`src/rtl/cas_write_seq.sv`:
```
// ----------------------------------------------------------------------------
// cas_write_seq -- cassette-write sequencer for the EG2000 tape output path.
//
// Buffers CPU bytes in a small FIFO and frames each block on tape as
//   motor spin-up -> LEADER_LEN x LEADER_BYTE -> SYNC_BYTE -> data -> stop.
// Bytes are handed one at a time to the byte-level tone generator with a
// start/din/done handshake. The generator's done flag is asynchronous and is
// resynchronized here before use.
//
// Optional feature (compile-time macro CAS_CHECKSUM_EN):
//   when defined, an 8-bit modulo-256 sum of the data bytes (filler excluded)
//   is sent as one extra byte after the data and before stop.
//
// Ports:
//   clk, rst_n        system clock, asynchronous active-low reset
//   wr_en, wr_data    push a byte into the FIFO (dropped when full)
//   full, fifo_level  FIFO status, registered
//   blk_go            one-cycle pulse, starts a block (ignored unless idle)
//   blk_end           one-cycle pulse, no more data for this block
//   busy              high while a block is in progress
//   underrun          sticky, set when a filler byte had to be sent
//   bytes_sent        data bytes sent in the current block (wraps)
//   motor             tape motor relay enable
//   gen_start         one-cycle start pulse to the tone generator
//   gen_din           byte for the generator, held until its done
//   gen_done          generator done flag (asynchronous)
// ----------------------------------------------------------------------------
module cas_write_seq #(
  parameter int unsigned FIFO_AW     = 4,
  parameter logic [15:0] LEADER_LEN  = 16'd256,
  parameter logic [7:0]  LEADER_BYTE = 8'hAA,
  parameter logic [7:0]  SYNC_BYTE   = 8'h66,
  parameter logic [23:0] MOTOR_DLY   = 24'd16000
) (
  input  logic               clk,
  input  logic               rst_n,
  input  logic               wr_en,
  input  logic [7:0]         wr_data,
  output logic               full,
  output logic [FIFO_AW:0]   fifo_level,
  input  logic               blk_go,
  input  logic               blk_end,
  output logic               busy,
  output logic               underrun,
  output logic [15:0]        bytes_sent,
  output logic               motor,
  output logic               gen_start,
  output logic [7:0]         gen_din,
  input  logic               gen_done
);

  localparam int unsigned     DEPTH   = 1 << FIFO_AW;
  localparam logic [FIFO_AW:0] DEPTH_L = (FIFO_AW + 1)'(DEPTH);

  typedef enum logic [2:0] {
    ST_IDLE,
    ST_MOTOR,
    ST_LEADER,
    ST_SYNC,
    ST_DATA,
`ifdef CAS_CHECKSUM_EN
    ST_CKSUM,
`endif
    ST_STOP
  } state_t;

  typedef enum logic [1:0] {
    SB_IDLE,
    SB_START,
    SB_LOW,
    SB_HIGH
  } sb_state_t;

  // --------------------------------------------------------------------------
  // Declarations
  // --------------------------------------------------------------------------
  logic [7:0]         r_mem [DEPTH];
  logic [FIFO_AW-1:0] r_wr_ptr;
  logic [FIFO_AW-1:0] r_rd_ptr;
  logic [FIFO_AW:0]   r_count;

  logic               r_done_s1;
  logic               r_done_s2;
  logic               w_dsync;

  state_t             r_state;
  state_t             w_next_state;
  sb_state_t          r_sb_state;
  sb_state_t          w_sb_next;

  logic [23:0]        r_cnt;
  logic [15:0]        r_bytes_sent;
  logic               r_underrun;
  logic               r_end_latch;
  logic               r_gen_start;
  logic [7:0]         r_gen_din;
`ifdef CAS_CHECKSUM_EN
  logic [7:0]         r_sum;
`endif

  logic               w_empty;
  logic               w_full;
  logic               w_push;
  logic               w_pop;
  logic               w_accept_go;
  logic               w_sending;
  logic               w_boundary;
  logic               w_in_data;
  logic               w_filler;
  logic               w_data_end;
  logic               w_send_req;
  logic [7:0]         w_send_byte;
  logic               w_byte_done;
  logic               w_motor_last;
  logic               w_leader_last;

  // --------------------------------------------------------------------------
  // gen_done synchronizer
  // --------------------------------------------------------------------------
  // NOTE: sequential state always uses non-blocking (<=) so every flop samples
  // the pre-edge value of its neighbours; blocking here would collapse the
  // two synchronizer stages into one.
  always_ff @(posedge clk or negedge rst_n) begin
    if (!rst_n) begin
      r_done_s1 <= 1'b0;
      r_done_s2 <= 1'b0;
    end else begin
      r_done_s1 <= gen_done;
      r_done_s2 <= r_done_s1;
    end
  end

  assign w_dsync = r_done_s2;

  // --------------------------------------------------------------------------
  // FIFO
  // --------------------------------------------------------------------------
  assign w_empty = (r_count == '0);
  assign w_full  = (r_count == DEPTH_L);
  // A pop in the same cycle frees a slot, so a write while full still lands.
  assign w_push  = wr_en && (!w_full || w_pop);

  // NOTE: the storage array has no reset; only the pointers and count are
  // cleared, which is enough to make the contents unreachable.
  always_ff @(posedge clk) begin
    if (w_push) begin
      r_mem[r_wr_ptr] <= wr_data;
    end
  end

  always_ff @(posedge clk or negedge rst_n) begin
    if (!rst_n) begin
      r_wr_ptr <= '0;
      r_rd_ptr <= '0;
      r_count  <= '0;
    end else begin
      if (w_push) begin
        r_wr_ptr <= r_wr_ptr + 1'b1;
      end
      if (w_pop) begin
        r_rd_ptr <= r_rd_ptr + 1'b1;
      end
      case ({w_push, w_pop})
        2'b10:   r_count <= r_count + 1'b1;
        2'b01:   r_count <= r_count - 1'b1;
        default: r_count <= r_count;
      endcase
    end
  end

  assign full       = w_full;
  assign fifo_level = r_count;

  // --------------------------------------------------------------------------
  // Main FSM decode
  // --------------------------------------------------------------------------
  assign w_accept_go = (r_state == ST_IDLE) && blk_go;
  assign w_byte_done = (r_sb_state == SB_HIGH);

  always_comb begin
    // NOTE: every combinationally driven signal gets a default first so no
    // path through the case leaves it unassigned (which would infer a latch).
    w_sending = 1'b0;
    case (r_state)
      ST_LEADER, ST_SYNC, ST_DATA: w_sending = 1'b1;
`ifdef CAS_CHECKSUM_EN
      ST_CKSUM:                    w_sending = 1'b1;
`endif
      default:                     w_sending = 1'b0;
    endcase
  end

  // A byte boundary is any cycle in a sending state with the byte sender idle.
  assign w_boundary = w_sending && (r_sb_state == SB_IDLE);
  assign w_in_data  = w_boundary && (r_state == ST_DATA);
  // Data boundary priority: queued byte, then end of block, then filler.
  assign w_pop      = w_in_data && !w_empty;
  assign w_data_end = w_in_data && w_empty && r_end_latch;
  assign w_filler   = w_in_data && w_empty && !r_end_latch;
  assign w_send_req = w_boundary && !w_data_end;

  always_comb begin
    w_send_byte = LEADER_BYTE;
    case (r_state)
      ST_SYNC:  w_send_byte = SYNC_BYTE;
      ST_DATA:  w_send_byte = w_empty ? LEADER_BYTE : r_mem[r_rd_ptr];
`ifdef CAS_CHECKSUM_EN
      ST_CKSUM: w_send_byte = r_sum;
`endif
      default:  w_send_byte = LEADER_BYTE;
    endcase
  end

  // Extra bit of headroom so MOTOR_DLY / LEADER_LEN at their maximum cannot
  // wrap the "+1" compare.
  assign w_motor_last  = ({1'b0, r_cnt} + 25'd1) >= {1'b0, MOTOR_DLY};
  assign w_leader_last = ({1'b0, r_cnt[15:0]} + 17'd1) >= {1'b0, LEADER_LEN};

  // --------------------------------------------------------------------------
  // Main FSM: state register / next state / outputs
  // --------------------------------------------------------------------------
  always_ff @(posedge clk or negedge rst_n) begin
    if (!rst_n) begin
      r_state <= ST_IDLE;
    end else begin
      r_state <= w_next_state;
    end
  end

  always_comb begin
    w_next_state = r_state;
    case (r_state)
      ST_IDLE: begin
        if (blk_go) begin
          w_next_state = ST_MOTOR;
        end
      end
      ST_MOTOR: begin
        if (w_motor_last) begin
          w_next_state = (LEADER_LEN == 16'd0) ? ST_SYNC : ST_LEADER;
        end
      end
      ST_LEADER: begin
        if (w_byte_done && w_leader_last) begin
          w_next_state = ST_SYNC;
        end
      end
      ST_SYNC: begin
        if (w_byte_done) begin
          w_next_state = ST_DATA;
        end
      end
      ST_DATA: begin
        if (w_data_end) begin
`ifdef CAS_CHECKSUM_EN
          w_next_state = ST_CKSUM;
`else
          w_next_state = ST_STOP;
`endif
        end
      end
`ifdef CAS_CHECKSUM_EN
      ST_CKSUM: begin
        if (w_byte_done) begin
          w_next_state = ST_STOP;
        end
      end
`endif
      ST_STOP: begin
        w_next_state = ST_IDLE;
      end
      default: begin
        w_next_state = ST_IDLE;
      end
    endcase
  end

  always_comb begin
    busy  = 1'b0;
    motor = 1'b0;
    case (r_state)
      ST_IDLE, ST_STOP: begin
        busy  = 1'b0;
        motor = 1'b0;
      end
      default: begin
        busy  = 1'b1;
        motor = 1'b1;
      end
    endcase
  end

  // --------------------------------------------------------------------------
  // Main FSM datapath: phase counter, block status, checksum
  // --------------------------------------------------------------------------
  // r_cnt counts motor cycles in MOTOR and leader bytes in LEADER; it is
  // cleared on every state change so each phase starts from zero.
  always_ff @(posedge clk or negedge rst_n) begin
    if (!rst_n) begin
      r_cnt <= '0;
    end else if (r_state != w_next_state) begin
      r_cnt <= '0;
    end else if ((r_state == ST_MOTOR) ||
                 ((r_state == ST_LEADER) && w_byte_done)) begin
      r_cnt <= r_cnt + 1'b1;
    end
  end

  always_ff @(posedge clk or negedge rst_n) begin
    if (!rst_n) begin
      r_bytes_sent <= '0;
      r_underrun   <= 1'b0;
      r_end_latch  <= 1'b0;
    end else if (w_accept_go) begin
      r_bytes_sent <= '0;
      r_underrun   <= 1'b0;
      r_end_latch  <= 1'b0;
    end else begin
      if (busy && blk_end) begin
        r_end_latch <= 1'b1;
      end
      if (w_pop) begin
        r_bytes_sent <= r_bytes_sent + 1'b1;
      end
      if (w_filler) begin
        r_underrun <= 1'b1;
      end
    end
  end

`ifdef CAS_CHECKSUM_EN
  always_ff @(posedge clk or negedge rst_n) begin
    if (!rst_n) begin
      r_sum <= '0;
    end else if (w_accept_go) begin
      r_sum <= '0;
    end else if (w_pop) begin
      r_sum <= r_sum + r_mem[r_rd_ptr];
    end
  end
`endif

  assign bytes_sent = r_bytes_sent;
  assign underrun   = r_underrun;

  // --------------------------------------------------------------------------
  // Byte-send sub-FSM: state register / next state / generator outputs
  // --------------------------------------------------------------------------
  always_ff @(posedge clk or negedge rst_n) begin
    if (!rst_n) begin
      r_sb_state <= SB_IDLE;
    end else begin
      r_sb_state <= w_sb_next;
    end
  end

  // START waits for the generator to acknowledge (done low), LOW waits for it
  // to finish (done high); HIGH is the one-cycle byte-complete report.
  always_comb begin
    w_sb_next = r_sb_state;
    case (r_sb_state)
      SB_IDLE:  if (w_send_req) w_sb_next = SB_START;
      SB_START: if (!w_dsync)   w_sb_next = SB_LOW;
      SB_LOW:   if (w_dsync)    w_sb_next = SB_HIGH;
      SB_HIGH:                  w_sb_next = SB_IDLE;
      default:                  w_sb_next = SB_IDLE;
    endcase
  end

  // gen_din is only reloaded with a new start, so it stays put while the
  // generator is shifting the byte out.
  always_ff @(posedge clk or negedge rst_n) begin
    if (!rst_n) begin
      r_gen_start <= 1'b0;
      r_gen_din   <= '0;
    end else begin
      r_gen_start <= w_send_req;
      if (w_send_req) begin
        r_gen_din <= w_send_byte;
      end
    end
  end

  assign gen_start = r_gen_start;
  assign gen_din   = r_gen_din;

endmodule

```
`config.mk`:
```
export PLATFORM = sky130hd
export DESIGN_NAME = cas_write_seq
export DESIGN_NICKNAME = d
export VERILOG_FILES = /design/src/rtl/cas_write_seq.sv
export SDC_FILE = /design/constraint.sdc
export NUM_CORES = 1
export LEC_CHECK = 0
export CAP_MARGIN = 20
export CORE_MARGIN = 5
export CORE_UTILIZATION = 40
export DETAILED_ROUTE_END_ITERATION = 16
export PLACE_DENSITY = 0.56
export SKIP_LAST_GASP = 1
export SLEW_MARGIN = 20
export SYNTH_ARGS = -nofsm -noshare
export SYNTH_HDL_FRONTEND = slang
export SYNTH_SLANG_ARGS = --single-unit
```
`constraint.sdc`:
```
create_clock -name clk -period 6 [get_ports clk]
set_clock_uncertainty 0.1 [all_clocks]
set_input_delay 0.9 -clock clk [delete_from_list [all_inputs] [get_ports clk]]
set_output_delay 0.9 -clock clk [all_outputs]
set_load 0.03 [all_outputs]
```
# After elaboration in Yosys (flattened, before gate mapping)
# Memory sizes are Yosys's and may differ from the RTL's.
# Cells that the tools add are included.
# word_totals
ff_bits	71
rom_bits	0
wordCells	93
inputBits	14
ramBits	128
mem_count	1
latchBits	0
# mem_list
name	words	word_bits	read_ports	rd_clocked_by_memory_dff	write_ports	line_no	text
r_mem	16	8	1	0	1	77	logic [7:0] r_mem [DEPTH];
# op_classes
eq_ne	15
reduce_logical	29
order_cmp	2
n_div	0
add_sub_neg	8
multipliers	0
muxes	25
shifts	0
bitwise	0
# ops
cell	count
$mux W24	2
$mux W16	2
$add A24 B1 Y25 const B	1
$ge A25 B14 Y1 const B	1
$add A24 B1 Y24 const B	1
$add A16 B1 Y17 const B	1
$ge A17 B9 Y1 const B	1
$add A16 B1 Y16 const B	1
$pmux W8 S2	1
$mux W3	5
$pmux W3 S5	1
$logic_and A1 B1 Y1	12
$pmux W5 S2	1
$reduce_bool A2 Y1	5
$add A4 B1 Y4 const B	2
$mux W1	8
$mux W8	1
$pmux W2 S4	1
$eq A2 B2 Y1 const B	3
$eq A3 B2 Y1 const B	2
$eq A3 B3 Y1 const B	2
$mux W2	3
$ne A2 B2 Y1 const B	3
$add A5 B1 Y5 const B	1
13 further kinds	18

# Logic depth before layout (Yosys ltp)
# depth
word_depth	11
ltp_mapped	14

# Worst setup path after synthesis
# No wires, ideal clock.
# synth_path
kind	register -> register
start	register r_count[1], in the netlist fifo_level[1]
end	register r_count[4], in the netlist fifo_level[4]
path_buffers	0
arrival_time_ps	2585
stages_incl_launch_ff	13
setup_slack_ps	3231
t_required_ps	5816
setup_time_ps	84
synth_period_minus_slack_ps	2769
path_cell_list	dfrtp_1 -> nor4_2 -> a21oi_1 -> nand2b_1 -> inv_1 -> ha_1 -> nor2b_1 -> o21ai_0 -> nand2b_1 -> and3_1 -> nor3_1 -> a31oi_1 -> o21ai_0
# synth_between
elab_chain_len	7
# synth_rtl
item	line_no	text
from (decl)	80	logic [FIFO_AW:0] r_count;
from (signal assigned)	164	2'b10: r_count <= r_count + 1'b1;
from (signal assigned)	165	2'b01: r_count <= r_count - 1'b1;
from (signal assigned)	166	default: r_count <= r_count;
$logic_not A5 Y1	138	assign w_empty = (r_count == '0);
$logic_not A1 Y1	197	assign w_pop = w_in_data && !w_empty;
$logic_and A1 B1 Y1	197	
$logic_or A1 B1 Y1	141	assign w_push = wr_en && (!w_full || w_pop);
$logic_and A1 B1 Y1	141	
$eq A2 B1 Y1 / $eq A2 B2 Y1 (equally long branches)	163	case ({w_push, w_pop})
$pmux W5 S2 / $reduce_bool A2 Y1 (equally long branches)	-	
# Parallel ways exist; a longest one is shown, timed or not.
# A chain may end at the register's enable or synchronous reset.

# Final worst setup path
# layout_path
start	register r_count[1], in the netlist fifo_level[1]
end	output port full
# layout_between
elab_chain_len	1
# layout_rtl
item	line_no	text
$eq A5 B5 Y1	139	assign w_full = (r_count == DEPTH_L);
to (decl)	39	output logic full,
# No other way between the ends.

==> impl_summary.txt <==
----------------------------------------------------
[Critical path]
  Timing startpoint of the critical path ... fifo_level[1]$_DFFE_PN0P_
  Crit Reg-Reg Startpoint ... r_cnt[0]$_DFFE_PN0P_
  Master of the slowest instance on the critical path ... clkdlybuf4s50_1
  Max Fanout on Critical Path ... 6
  Worst Path Class, Setup ... flop to output port
  Req. time, crit path ... about 5.0 ns
  Number of cells on the worst reg-to-reg path ... 8
  Capturing point of the worst reg2reg path ... r_cnt[1]$_DFFE_PN0P_
  Cell Chain, Critical Path ... nor4_2, nand2_1, inv_1, clkdlybuf4s50_1
  Register-to-register setup slack ... 2.84 ns
  Kind of start point of the critical path ... flop
  Crit path largest cell delay ... 0.66 ns
  CP Capture Type ... output port
  Data arrival, critical path ... 2.31 ns

[Cells and area]
  Final nets ... 705
  Share of cells above drive strength 1 ... 17.44%
  Number of diodes added for antenna fixing ... 0
  Syn-to-layout area delta ... 14.70%
  Number of standard cells in the final layout excluding fillers ... 973
  Area of all placed cells without fillers ... approximately 11000 sq um

[Clock tree]
  PostCTS Resize Cnt ... 0
  Post-CTS setup buffer count ... 0
  Number of hold buffers added after CTS ... 0
  Number of levels the H-tree was split into ... 4
  Clock tree sinks ... 199
  Clk Tree Root Cell ... clkbuf_16
  Worst-Skew Late Latency ... 0.44 ns
  Buffers from clock root to sink, at most ... 2
  TritonCTS clock tree ... done
  Clock-pin slew on the worst setup and hold paths ... ~0.070 ns
  Clock buffers created by TritonCTS ... 17

[Floorplan]
  Core outline area ... ~23000 sq um
  Effective utilization at floorplan ... 40.59%
  Number of I/O pins ... 48
  Width of the die ... roughly 160 um
  Die height ... between 150 and 200 um
  Row Count ... 55
  Overall die area ... 26030 sq um

[STA]
  Endpoints failing setup ... 0
  Setup_tns ... 0 ns
  WHS ... approximately 0.33 ns
  Post-route fraction of the period consumed by the critical path ... 55.17%
  Number of hold violations in the final report ... 0
  Slew @ Worst Pin ... 0.9581 ns
  Slew headroom ... 36.13%
  Final count of pins violating max slew ... 0
  Setup repair after global routing missed its margin ... false
  Time the worst path needs with I/O delays and setup ... around 3.3 ns
  Highest attainable clock frequency ... 302.1 MHz

[Placed design]
  Final HPWL from detailed placement ... between 10 and 15 mm
  Cell area after placement ... roughly 10000 sq um
  Placer congestion estimate ... 0.8227
  Number of I/O port buffers ... between 40 and 50
  DP Cell Count ... 940

[Synth]
  Post-synth top area cell ... edfxtp_1
  Proportion of netlist area held by the largest area contributor ... about two fifths
  Synthesized flop and latch total ... 199
  Post-synthesis cell area ... 9161 sq um
  Dominant register cell in the synthesized netlist ... edfxtp_1
  Top area cells in the synthesized netlist ... edfxtp_1, dfrtp_1, mux4_2
  Post-Synthesis Cells ... 631
  Number of enable flip-flop cells after synthesis ... 128
  Yosys synthesis warning count ... 0
  Synth unique cells ... 62
  Mean Syn Cell Area ... 14.52 sq um
  Post-synthesis async set-or-reset flop share ... 35.68%
  Part of the Yosys area used for sequential elements ... roughly three fifths
  Synth Net Count ... ~660

[Power and ir drop]
  Total Power Consumption ... around 0.0039 W
  Portion of total power attributed to sequential cells ... 46.2%
  Switching power as a share of total power ... between 30% and 40%
  Power spent charging and discharging nets ... ~0.0012 W
  Cell internal pwr ... about 0.0026 W
  Power per cell area ... 367.9 nW/um^2
  Static power due to leakage ... 3.815 nW
  Logic pwr share ... 24.0%
  Worst ir drop on vdd ... about 0.00018 V
  Part of the power in the clock network ... 29.8%

[Min path]
  Min-delay src ... r_done_s1$_DFF_PN0_
  Endpoint of the worst hold path ... r_done_s2$_DFF_PN0_
  Depth of the worst hold-timing path ... 0
  HP Class ... flop to flop

[GRT]
  Initial antenna violation count ... 0
  First-pass GRT wire length ... 31.06 mm
  GRT Util Overall ... 15.28%
  Largest net degree at the start of global routing ... between 70 and 80
  Via count of the first global-routing pass ... about 5.6k
  Total overflow reported by the global router ... 0

[Routing]
  Mean routed wirelength per cell ... 19.44 um
  Detail-routed via count per cell ... 5.399
  Final wirelength ... 18.91 mm
  Number of DRC markers in iteration 0 ... 314
  First-pass iteration count of the detailed router ... 4
  Vias after detailed routing ... around 5.3k
  Post-route DRC violation count ... 0
  Detail Route Antenna Nets ... 0

[Job]
  Max_cap viols ... 0

[Run status]
  Status ... finished clean

----------------------------------------------------
==> per-layer routing <==
layer	wire length, um	vias to the layer above	global-route usage [%]	part of all wire, %
li1	-	2463	-	-
met1	8633	2686	21.11	46
met2	9382	88	24.82	50
met3	646	16	2.934	3.4
met4	248	0	4.420	1.3
met5	0	-	0	0
==> metrics by stage <==
stage          setup slack (ns)  utilization (%)
3_3_place_gp              1.898            43.80
5_1_grt                   2.428            46.55
3_5_place_dp              1.730            43.85
6_report                  2.690            46.55
2_1_floorplan             3.231                -
4_1_cts                   2.191            46.50
==> worst max-delay path by stage <==
stage / to / cells after the start
after global placement: r_cnt[13]$_DFFE_PN0P_ / 7
final: full / 4
after global routing: r_cnt[2]$_DFFE_PN0P_ / 8
after detailed placement: r_cnt[13]$_DFFE_PN0P_ / 7
after CTS: r_cnt[13]$_DFFE_PN0P_ / 7
after floorplan: fifo_level[4]$_DFFE_PN0P_ / 12
==> Yosys cell counts (all sizes together), types with 8 or more instances <==
library cell and n:
and3 15, nor2 36, nor3 39, edfxtp 128
nand4 15, a21oi 15, inv 17, buf 19
clkbuf 12, ha 15, and2 11, xnor2 25
nand3 22, xor2 29, o21ai 18, dfrtp 71
nand2 36, mux4 40, nand2b 8
==> critical path: cells and delay by family, from the launching register on <==
| kind | cells | cell delay, ns |
|---|---|---|
| simple gates | 2 | 0.71 |
| flops | 1 | 0.44 |
| buf+inv | 2 | 0.74 |
==> state kept, by name (all words and copies together) (netlist names), 2 cells and up <==
name and count:
bytes_sent 16, fifo_level 5, gen_din 8, r_cnt 24, r_mem 128, r_rd_ptr 4
r_sb_state 2, r_state 3, r_wr_ptr 4
==> logic make-up after synthesis <==
group           count (synthesis)  share of synthesized area, %
compound gates                 64                         5.245
xor+xnor                       54                         5.162
flops                         199                         61.35
buf+inv                        48                         2.540
fa+ha+maj                      16                         2.267
simple gates                  206                         13.14
mux                            44                         10.30
==> layout make-up <==
| type | count | area [sq um] |
|---|---|---|
| Timing Repair Buffer | 56 | 539.3 |
| Clock inverter | 14 | 168.9 |
| Inverter | 17 | 63.81 |
| Tap cell | 285 | 356.6 |
| Fill cell | 1974 | 12060 |
| Sequential cell | 199 | 5622 |
| Multi-Input combinational cell | 384 | 3328 |
| Clock buffer | 18 | 429.2 |
==> power by group through the flow <==
stage | clock network, W | logic (W) | registers [W]
4_1_cts | 0.00118 | 0.000939 | 0.00179
3_3_place_gp | 0 | 0.000910 | 0.00181
3_5_place_dp | 0 | 0.000937 | 0.00182
6_report | 0.00115 | 0.000927 | 0.00179
5_1_grt | 0.00124 | 0.00102 | 0.00181
2_1_floorplan | 0 | 0.000620 | 0.00182
==> cells in the final DEF, fill, tap and decap left out, drive strengths merged, types with 5 or more instances in the layout <==
cell             n
a21oi           15
and2            11
and3            15
buf             10
clkbuf          18
clkdlybuf4s50   46
clkinv           5
dfrtp           71
edfxtp         128
ha              15
inv             25
mux4            40
nand2           36
nand2b           8
nand3           22
nand4           15
nor2            36
nor3            39
o21ai           18
or3              5
xnor2           25
xor2            29
Power figures use the tool's default switching activity.
